**src/rtl/tmds_deserializer.sv**
```systemverilog
// rtl/tmds_deserializer.sv - 2-bit-per-clock TMDS symbol aligner locking on control tokens
// Optional DESER_ERR_CNT_EN adds o_err_cnt, a saturating count of lock losses.
module tmds_deserializer #(
  parameter int CTRL_CONFIRM = 8,
  parameter int MAX_GAP      = 4096
) (
  input  logic        i_clk_shift,
  input  logic        i_rst,
  input  logic [1:0]  i_data,
  input  logic        i_resync,
  output logic [9:0]  o_data,
  output logic        o_valid,
  output logic        o_is_ctrl,
  output logic [1:0]  o_ctrl,
`ifdef DESER_ERR_CNT_EN
  output logic [15:0] o_err_cnt,
`endif
  output logic        o_locked
);

  localparam logic [7:0]  CONFIRM_N = 8'(CTRL_CONFIRM);
  localparam logic [15:0] GAP_N     = 16'(MAX_GAP);

  typedef enum logic [1:0] {SEARCH, CONFIRM, LOCKED} state_e;

  // Returns {is_ctrl, c1, c0}
  function automatic logic [2:0] tok_decode(input logic [9:0] w);
    case (w)
      10'b1101010100: tok_decode = 3'b100;
      10'b0010101011: tok_decode = 3'b101;
      10'b0101010100: tok_decode = 3'b110;
      10'b1010101011: tok_decode = 3'b111;
      default:        tok_decode = 3'b000;
    endcase
  endfunction

  state_e      state_q, state_d;
  // Only the history bits that can still reach a candidate word are stored.
  logic [11:3] sr_q;
  logic [11:1] sr_d;
  logic [2:0]  phase_q, phase_d;
  logic        slip_q, slip_d;
  logic [7:0]  cnt_q, cnt_d, cnt_inc;
  logic [15:0] gap_q, gap_d, gap_inc;
  logic        valid_q, valid_d;
  logic [9:0]  data_q;
  logic        is_ctrl_q;
  logic [1:0]  ctrl_q;

  logic [9:0]  cand0, cand1, word;
  logic [2:0]  dec0, dec1, word_dec;
  logic        boundary;

  always_comb begin
    sr_d     = {i_data[1], i_data[0], sr_q[11:3]};
    cand0    = sr_d[11:2];
    cand1    = sr_d[10:1];
    dec0     = tok_decode(cand0);
    dec1     = tok_decode(cand1);
    word     = slip_q ? cand1 : cand0;
    word_dec = slip_q ? dec1 : dec0;
    boundary = (phase_q == 3'd4);
    cnt_inc  = (cnt_q == 8'hFF) ? cnt_q : cnt_q + 8'd1;
    gap_inc  = (gap_q == 16'hFFFF) ? gap_q : gap_q + 16'd1;

    state_d  = state_q;
    slip_d   = slip_q;
    phase_d  = boundary ? 3'd0 : phase_q + 3'd1;
    cnt_d    = cnt_q;
    gap_d    = gap_q;
    valid_d  = 1'b0;

    case (state_q)
      SEARCH: begin
        phase_d = 3'd0;
        if (dec0[2] || dec1[2]) begin
          slip_d  = !dec0[2];
          cnt_d   = 8'd1;
          state_d = CONFIRM;
        end
      end
      CONFIRM: begin
        if (boundary) begin
          if (word_dec[2]) begin
            cnt_d = cnt_inc;
            if (cnt_inc >= CONFIRM_N) begin
              state_d = LOCKED;
              gap_d   = 16'd0;
            end
          end else begin
            state_d = SEARCH;
          end
        end
      end
      LOCKED: begin
        if (boundary) begin
          valid_d = 1'b1;
          if (word_dec[2]) begin
            gap_d = 16'd0;
          end else begin
            gap_d = gap_inc;
            if (gap_inc >= GAP_N) state_d = SEARCH;
          end
        end
      end
      default: state_d = SEARCH;
    endcase

    if (i_resync) begin
      state_d = SEARCH;
      valid_d = 1'b0;
      cnt_d   = 8'd0;
    end
  end

  always_ff @(posedge i_clk_shift) begin
    if (i_rst) begin
      state_q   <= SEARCH;
      sr_q      <= '0;
      phase_q   <= '0;
      slip_q    <= 1'b0;
      cnt_q     <= '0;
      gap_q     <= '0;
      valid_q   <= 1'b0;
      data_q    <= '0;
      is_ctrl_q <= 1'b0;
      ctrl_q    <= '0;
    end else begin
      state_q <= state_d;
      sr_q    <= sr_d[11:3];
      phase_q <= phase_d;
      slip_q  <= slip_d;
      cnt_q   <= cnt_d;
      gap_q   <= gap_d;
      valid_q <= valid_d;
      if (valid_d) begin
        data_q    <= word;
        is_ctrl_q <= word_dec[2];
        ctrl_q    <= word_dec[1:0];
      end
    end
  end

`ifdef DESER_ERR_CNT_EN
  logic [15:0] err_cnt_q;
  logic        lock_lost;

  // LOCKED only ever exits through a gap timeout or i_resync.
  assign lock_lost = (state_q == LOCKED) && (state_d == SEARCH);

  always_ff @(posedge i_clk_shift) begin
    if (i_rst) begin
      err_cnt_q <= '0;
    end else if (lock_lost && (err_cnt_q != 16'hFFFF)) begin
      err_cnt_q <= err_cnt_q + 16'd1;
    end
  end

  assign o_err_cnt = err_cnt_q;
`endif

  assign o_data    = data_q;
  assign o_valid   = valid_q;
  assign o_is_ctrl = is_ctrl_q;
  assign o_ctrl    = ctrl_q;
  assign o_locked  = (state_q == LOCKED);

endmodule

```
**config.mk**
```make
export PLATFORM = sky130hd
export DESIGN_NAME = tmds_deserializer
export DESIGN_NICKNAME = d
export VERILOG_FILES = /design/src/rtl/tmds_deserializer.sv
export SDC_FILE = /design/constraint.sdc
export NUM_CORES = 1
export LEC_CHECK = 0
export CORE_MARGIN = 1
export CORE_UTILIZATION = 60
export CTS_CLUSTER_SIZE = 16
export DETAILED_ROUTE_END_ITERATION = 16
export GPL_TIMING_DRIVEN = 0
export PLACE_DENSITY = 0.86
export SLEW_MARGIN = 20
export SYNTH_ARGS = -nofsm -noshare
export SYNTH_HDL_FRONTEND = slang
export SYNTH_SLANG_ARGS = --single-unit
```
**constraint.sdc**
```tcl
create_clock -name i_clk_shift -period 4.25 [get_ports i_clk_shift]
set_clock_uncertainty 0.15 [all_clocks]
set_input_delay 0.425 -clock i_clk_shift [delete_from_list [all_inputs] [get_ports i_clk_shift]]
set_output_delay 0.425 -clock i_clk_shift [all_outputs]
set_load 0.05 [all_outputs]
```
# After elaboration in Yosys (flattened, before gate mapping)
# Cells that the tools add are included.
[classes]
n_lt_le_gt_ge = 2
reduce_logical = 11
muxes = 27
n_eq_ne = 21
n_addsub = 3
[ops]
columns = ["cell", "n"]
rows = [
  ["16-bit two-way mux", 6],
  ["10-bit == test (second input constant)", 4],
  ["8-bit two-way mux", 4],
  ["16-bit one-hot mux with 2 select lines", 1],
  ["3-bit one-hot mux with 4 select lines", 2],
  ["10-bit by 8-bit == test with 1-bit output (second input constant)", 2],
  ["10-bit by 9-bit == test with 1-bit output (second input constant)", 2],
  ["16-bit by 1-bit adder with 16-bit output (second input constant)", 1],
  ["16-bit == test (second input constant)", 1],
  ["16-bit by 13-bit greater-or-equal comparator with 1-bit output (second input constant)", 1],
  ["8-bit one-hot mux with 2 select lines", 1],
  ["2-bit two-way mux", 7],
  ["10-bit two-way mux", 1],
  ["2-bit != test (second input constant)", 5],
  ["8-bit by 1-bit adder with 8-bit output (second input constant)", 1],
  ["8-bit == test (second input constant)", 1],
  ["8-bit by 4-bit greater-or-equal comparator with 1-bit output (second input constant)", 1],
  ["2-bit one-hot mux with 3 select lines", 1],
  ["6-bit AND reduction", 1],
  ["5-bit AND reduction", 1],
  ["2-bit by 1-bit != test with 1-bit output (second input constant)", 2],
  ["4-bit AND reduction", 1],
  ["2-bit nonzero test", 2],
  ["3-bit by 1-bit adder with 3-bit output (second input constant)", 1],
  ["other kinds (12)", 14],
]
[totals]
register_bits = 53
out_inout_bits = 15
word_cells = 74
in_bits = 5

# Depth between registers and ports, before layout
[depth]
word_depth = 7
mapped_depth = 10
ltp_nobuf = 8

# Worst setup path after synthesis
# Ideal clock, no wire load.
[synth_timing]
path_type = "reg-to-reg"
startpoint = "register cnt_q[0]"
endpoint = "register gap_q[5]"
slack_ps = 1752
t_required_ps = 4021
arrival_ps = 2268
period_less_slack_ps = 2498
path_stages_with_launch = 10
path_buffers = 2
setup_ps = 79
path_cell_list = "dfxtp_1 -> ha_1 -> clkbuf_1 -> nand4_4 -> mux2_4 -> or4_4 -> a21oi_4 -> buf_6 -> nor2_2 -> a211oi_2"
[synth_between]
elab_chain_cells = 5
elab_cells_between_ends = 6
classes_between = "add/sub (1); order compare (1); eq/ne (2); mux (1); reduce/logical (1)"
[synth_rtl]
columns = ["element", "line_no", "text"]
rows = [
  ["start: declaration", "43", "logic [7:0] cnt_q, cnt_d, cnt_inc;"],
  ["start signal: assignment", "133", "cnt_q <= cnt_d;"],
  ["8-bit by 1-bit adder with 8-bit output or 8-bit == test (tied branches)", "63", "cnt_inc = (cnt_q == 8'hFF) ? cnt_q : cnt_q + 8'd1;"],
  ["8-bit two-way mux (*)", "63", ""],
  ["8-bit by 4-bit greater-or-equal comparator with 1-bit output (*)", "86", "if (cnt_inc >= CONFIRM_N) begin"],
  ["2-bit != test (no source line) (*)", "n/a", ""],
  ["5-bit AND reduction (no source line) (*)", "n/a", ""],
  ["end signal: assignment", "134", "gap_q <= gap_d;"],
  ["end: declaration", "44", "logic [15:0] gap_q, gap_d, gap_inc;"],
]
# Mark *: on every way between the ends. The rest lies on a longest branch, timed or not.
# A chain may end at the register's enable or synchronous reset.

# Final worst setup path
# Same ends and word-level chain as after synthesis.

==> key figures <==
Floorplanning
  • Die X: 70.4 µm
  • Number of rows in the core area: 24
  • Top-level port count: 20
  • Initial Utilization: 63.5%
  • Core area: 4410 µm²
  • Height of the die: 70.4 µm
  • Die area: 4950 µm²

Worst setup path
  • Capturing element type of the critical path: flop
  • Worst EP required: 4.34 ns
  • Worst Path Arrival: 2.88 ns
  • Crit-path max FO: 10
  • Worst-case reg-to-reg path depth: 9
  • Crit start category: flop
  • Crit Path Class: flop to flop

Layout
  • Design area: 3150 µm²
  • Share of post-route cells with drive strength above 1: 7.80%
  • Relative area change from synthesis to final layout: 12.3%
  • Number of nets in the final layout: 367
  • Antenna cells: 0
  • Most common cell after layout, fill and taps aside: sky130_fd_sc_hd__dfxtp_1
  • Filler cells: 346
  • Highest-count cells in the layout ignoring fill and taps: sky130_fd_sc_hd__dfxtp_1, sky130_fd_sc_hd__nor2_1, sky130_fd_sc_hd__nand2_1

STA
  • RSZ-0062 raised after global routing: no
  • Final sum of negative setup slack: 0 ns
  • Peak clock frequency supported by timing: 0.359 GHz
  • Total of endpoints with negative setup slack in the final report: 0
  • Slew @ Worst Pin: 0.571 ns
  • Share of the cycle needed by the critical path after routing: 65.6%
  • Final Max Tran Viols: 0
  • Hold Vio Cnt, Final: 0
  • Clock period minus worst slack: 2.79 ns
  • Relative max-transition margin: 61.9%

Detailed routing
  • DR pass1 iterations: 5
  • DR WL/cell: 15.8 µm
  • Final routed wirelength across all metal layers: 6.51 mm
  • Antenna-violating nets left: 0
  • Via-per-instance ratio: 6.46
  • Count of routing violations after the opening detailed-route iteration: 212
  • Via count: 2654
  • Residual DRC: 0

Clock tree
  • Post-cts resize count: 0
  • Hold buffers post-CTS: 0
  • Number of CTS-inserted buffers: 5
  • Latest clock arrival within the worst-skew pair: 0.32 ns
  • CTS tree: done
  • Setup bufs post-CTS: 0
  • Worst-path clk slew: 0.10 ns
  • Sinks on Clock Net: 53
  • CTS H-tree depth: 2
  • Clock root buffer: sky130_fd_sc_hd__clkbuf_8
  • Number of buffers on the longest clock path: 2

Yosys
  • Total nets after synthesis: 342
  • Area of the mapped netlist: 2800 µm²
  • Cell count after synthesis: 333
  • Synthesis-stage register bit count: 53
  • Yosys warnings: 0
  • Async SR Flop Fraction: 0%
  • Sequential element share of the synthesized area: 37.8%
  • Avg Inst Size Synth: 8.42 µm²
  • Yosys cell types: 55
  • Number of enable flip-flop cells after synthesis: 0
  • Main synth FF type: sky130_fd_sc_hd__dfxtp_1

Placed design
  • Count of input and output buffers: 18
  • Standard cell area after detailed placement: 3050 µm²
  • Post-detailed-placement half-perimeter wirelength: 4.65 mm
  • RD Place Congestion: 0.904

Outcome
  • Run status: finished, final reports clean

Global routing
  • Remaining global-route overflow: 0
  • Largest net degree at the start of global routing: 18
  • Vias in the first global route: 2370
  • Total routing resource utilization after global routing: 27.8%
  • Initial antenna violation count: 0
  • Global-route wire length before repair: 11.1 mm

Min path
  • Worst hold-check path type: flop to flop
  • Number of stages on the worst hold path: 2

Power and ir drop
  • Power per cell area: 268 nW/µm²
  • Highest ir drop seen on vdd: 0.171 mV
  • Reported leakage power: 1.02 nW

Job
  • Number of max-capacitance violations reported: 0
[critical path: stages (launching register included)]
cell,delay [ns]
sky130_fd_sc_hd__dfxtp_1,0.45
sky130_fd_sc_hd__ha_1,0.19
sky130_fd_sc_hd__clkbuf_1,0.32
sky130_fd_sc_hd__nand4_4,0.16
sky130_fd_sc_hd__mux2_4,0.33
sky130_fd_sc_hd__or4_4,0.52
sky130_fd_sc_hd__a21oi_4,0.17
sky130_fd_sc_hd__buf_6,0.16
sky130_fd_sc_hd__nor2_2,0.05
sky130_fd_sc_hd__a211oi_2,0.21
[kinds of logic (layout without fill, tap and decap cells)]
kind of cell,after synthesis,after routing,synth area share (%)
flops,53,53,37.8
simple gates,157,157,31.3
fa+ha+maj,4,4,1.78
compound gates,79,79,18.2
xor+xnor,4,4,1.25
mux,15,15,6.43
buf+inv,21,47,3.17
[where the power goes]
| group | switching [W] | total (W) | internal, W |
|---|---|---|---|
| clock network | 0.000176 | 0.000311 | 0.000136 |
| logic | 0.0000178 | 0.0000284 | 0.0000106 |
| registers | 0.00000431 | 0.000504 | 0.000499 |
[final timing paths]
kind | startpoint | end | slack (ns)
setup reg to reg | cnt_q[0] | gap_q[5] | 1.46
setup / recovery | cnt_q[0] | gap_q[5] | 1.46
hold reg to reg | o_ctrl[0] | o_ctrl[0] | 0.32
hold / removal | o_ctrl[0] | o_ctrl[0] | 0.32
[cells in the mapped netlist (all sizes together) (2+ instances only)]
cell,instances,area share [%]
o21ai,10,1.8
nor2,33,4.5
clkbuf,12,1.6
nor3,13,2.5
xor2,4,1.2
nand4,8,2.3
and3,7,1.7
a31oi,9,2.0
nand2b,3,0.67
o31ai,2,0.54
and4,3,1.0
a211oi,17,4.7
o211ai,3,0.80
mux4,2,1.6
a41oi,3,0.94
ha,4,1.8
buf,4,0.89
nor3b,2,0.54
and2,3,0.76
or2,2,0.45
a21oi,28,5.4
nand3,22,3.9
nand2,31,4.1
or4,2,0.67
a311oi,3,0.94
or3,6,1.3
nor2b,11,2.5
dfxtp,53,38
mux2i,12,4.3
inv,5,0.67
nand4b,2,0.62
nor4,4,1.4
[stage by stage]
step	worst slack (ns)	hold slack [ns]	util [%]	instances	total power [W]
after global routing	1.31	0.342	71.3	411	0.000870
after CTS	1.49	0.318	71.3	411	0.000849
final	1.46	0.315	71.3	411	0.000843
after floorplan	1.75	0.282	-	333	0.000532
after detailed placement	1.53	0.299	69.1	403	0.000543
after global placement	1.58	0.290	69.1	403	0.000542
[layout make-up]
| type | instances | area (µm²) | share of cell area, % |
|---|---|---|---|
| Buffer | 16 | 70.1 | 2.22 |
| Clock buffer | 6 | 82.6 | 2.62 |
| Clock inverter | 2 | 17.5 | 0.556 |
| Inverter | 5 | 18.8 | 0.596 |
| Multi-Input combinational cell | 259 | 1650 | 52.5 |
| Sequential cell | 53 | 1060 | 33.7 |
| Tap cell | 52 | 65.1 | 2.07 |
| Timing Repair Buffer | 18 | 180 | 5.72 |
[registers in the layout (all words and copies together), names as in the netlist]
signal,count
state_q,2
o_ctrl,2
o_valid,1
phase_q,3
sr_q,9
cnt_q,8
gap_q,16
o_data,10
o_is_ctrl,1
slip_q,1
[metal layers]
layer / vias to the layer above / GRT usage [%] / part of all wire [%]
met5: - / 0 / 0
met4: 0 / 10.4 / 1.7
met3: 13 / 5.19 / 4.7
met2: 104 / 43.6 / 47
met1: 1243 / 37.7 / 46
li1: 1294 / - / -
No activity file was read; power rests on OpenSTA's default activity.
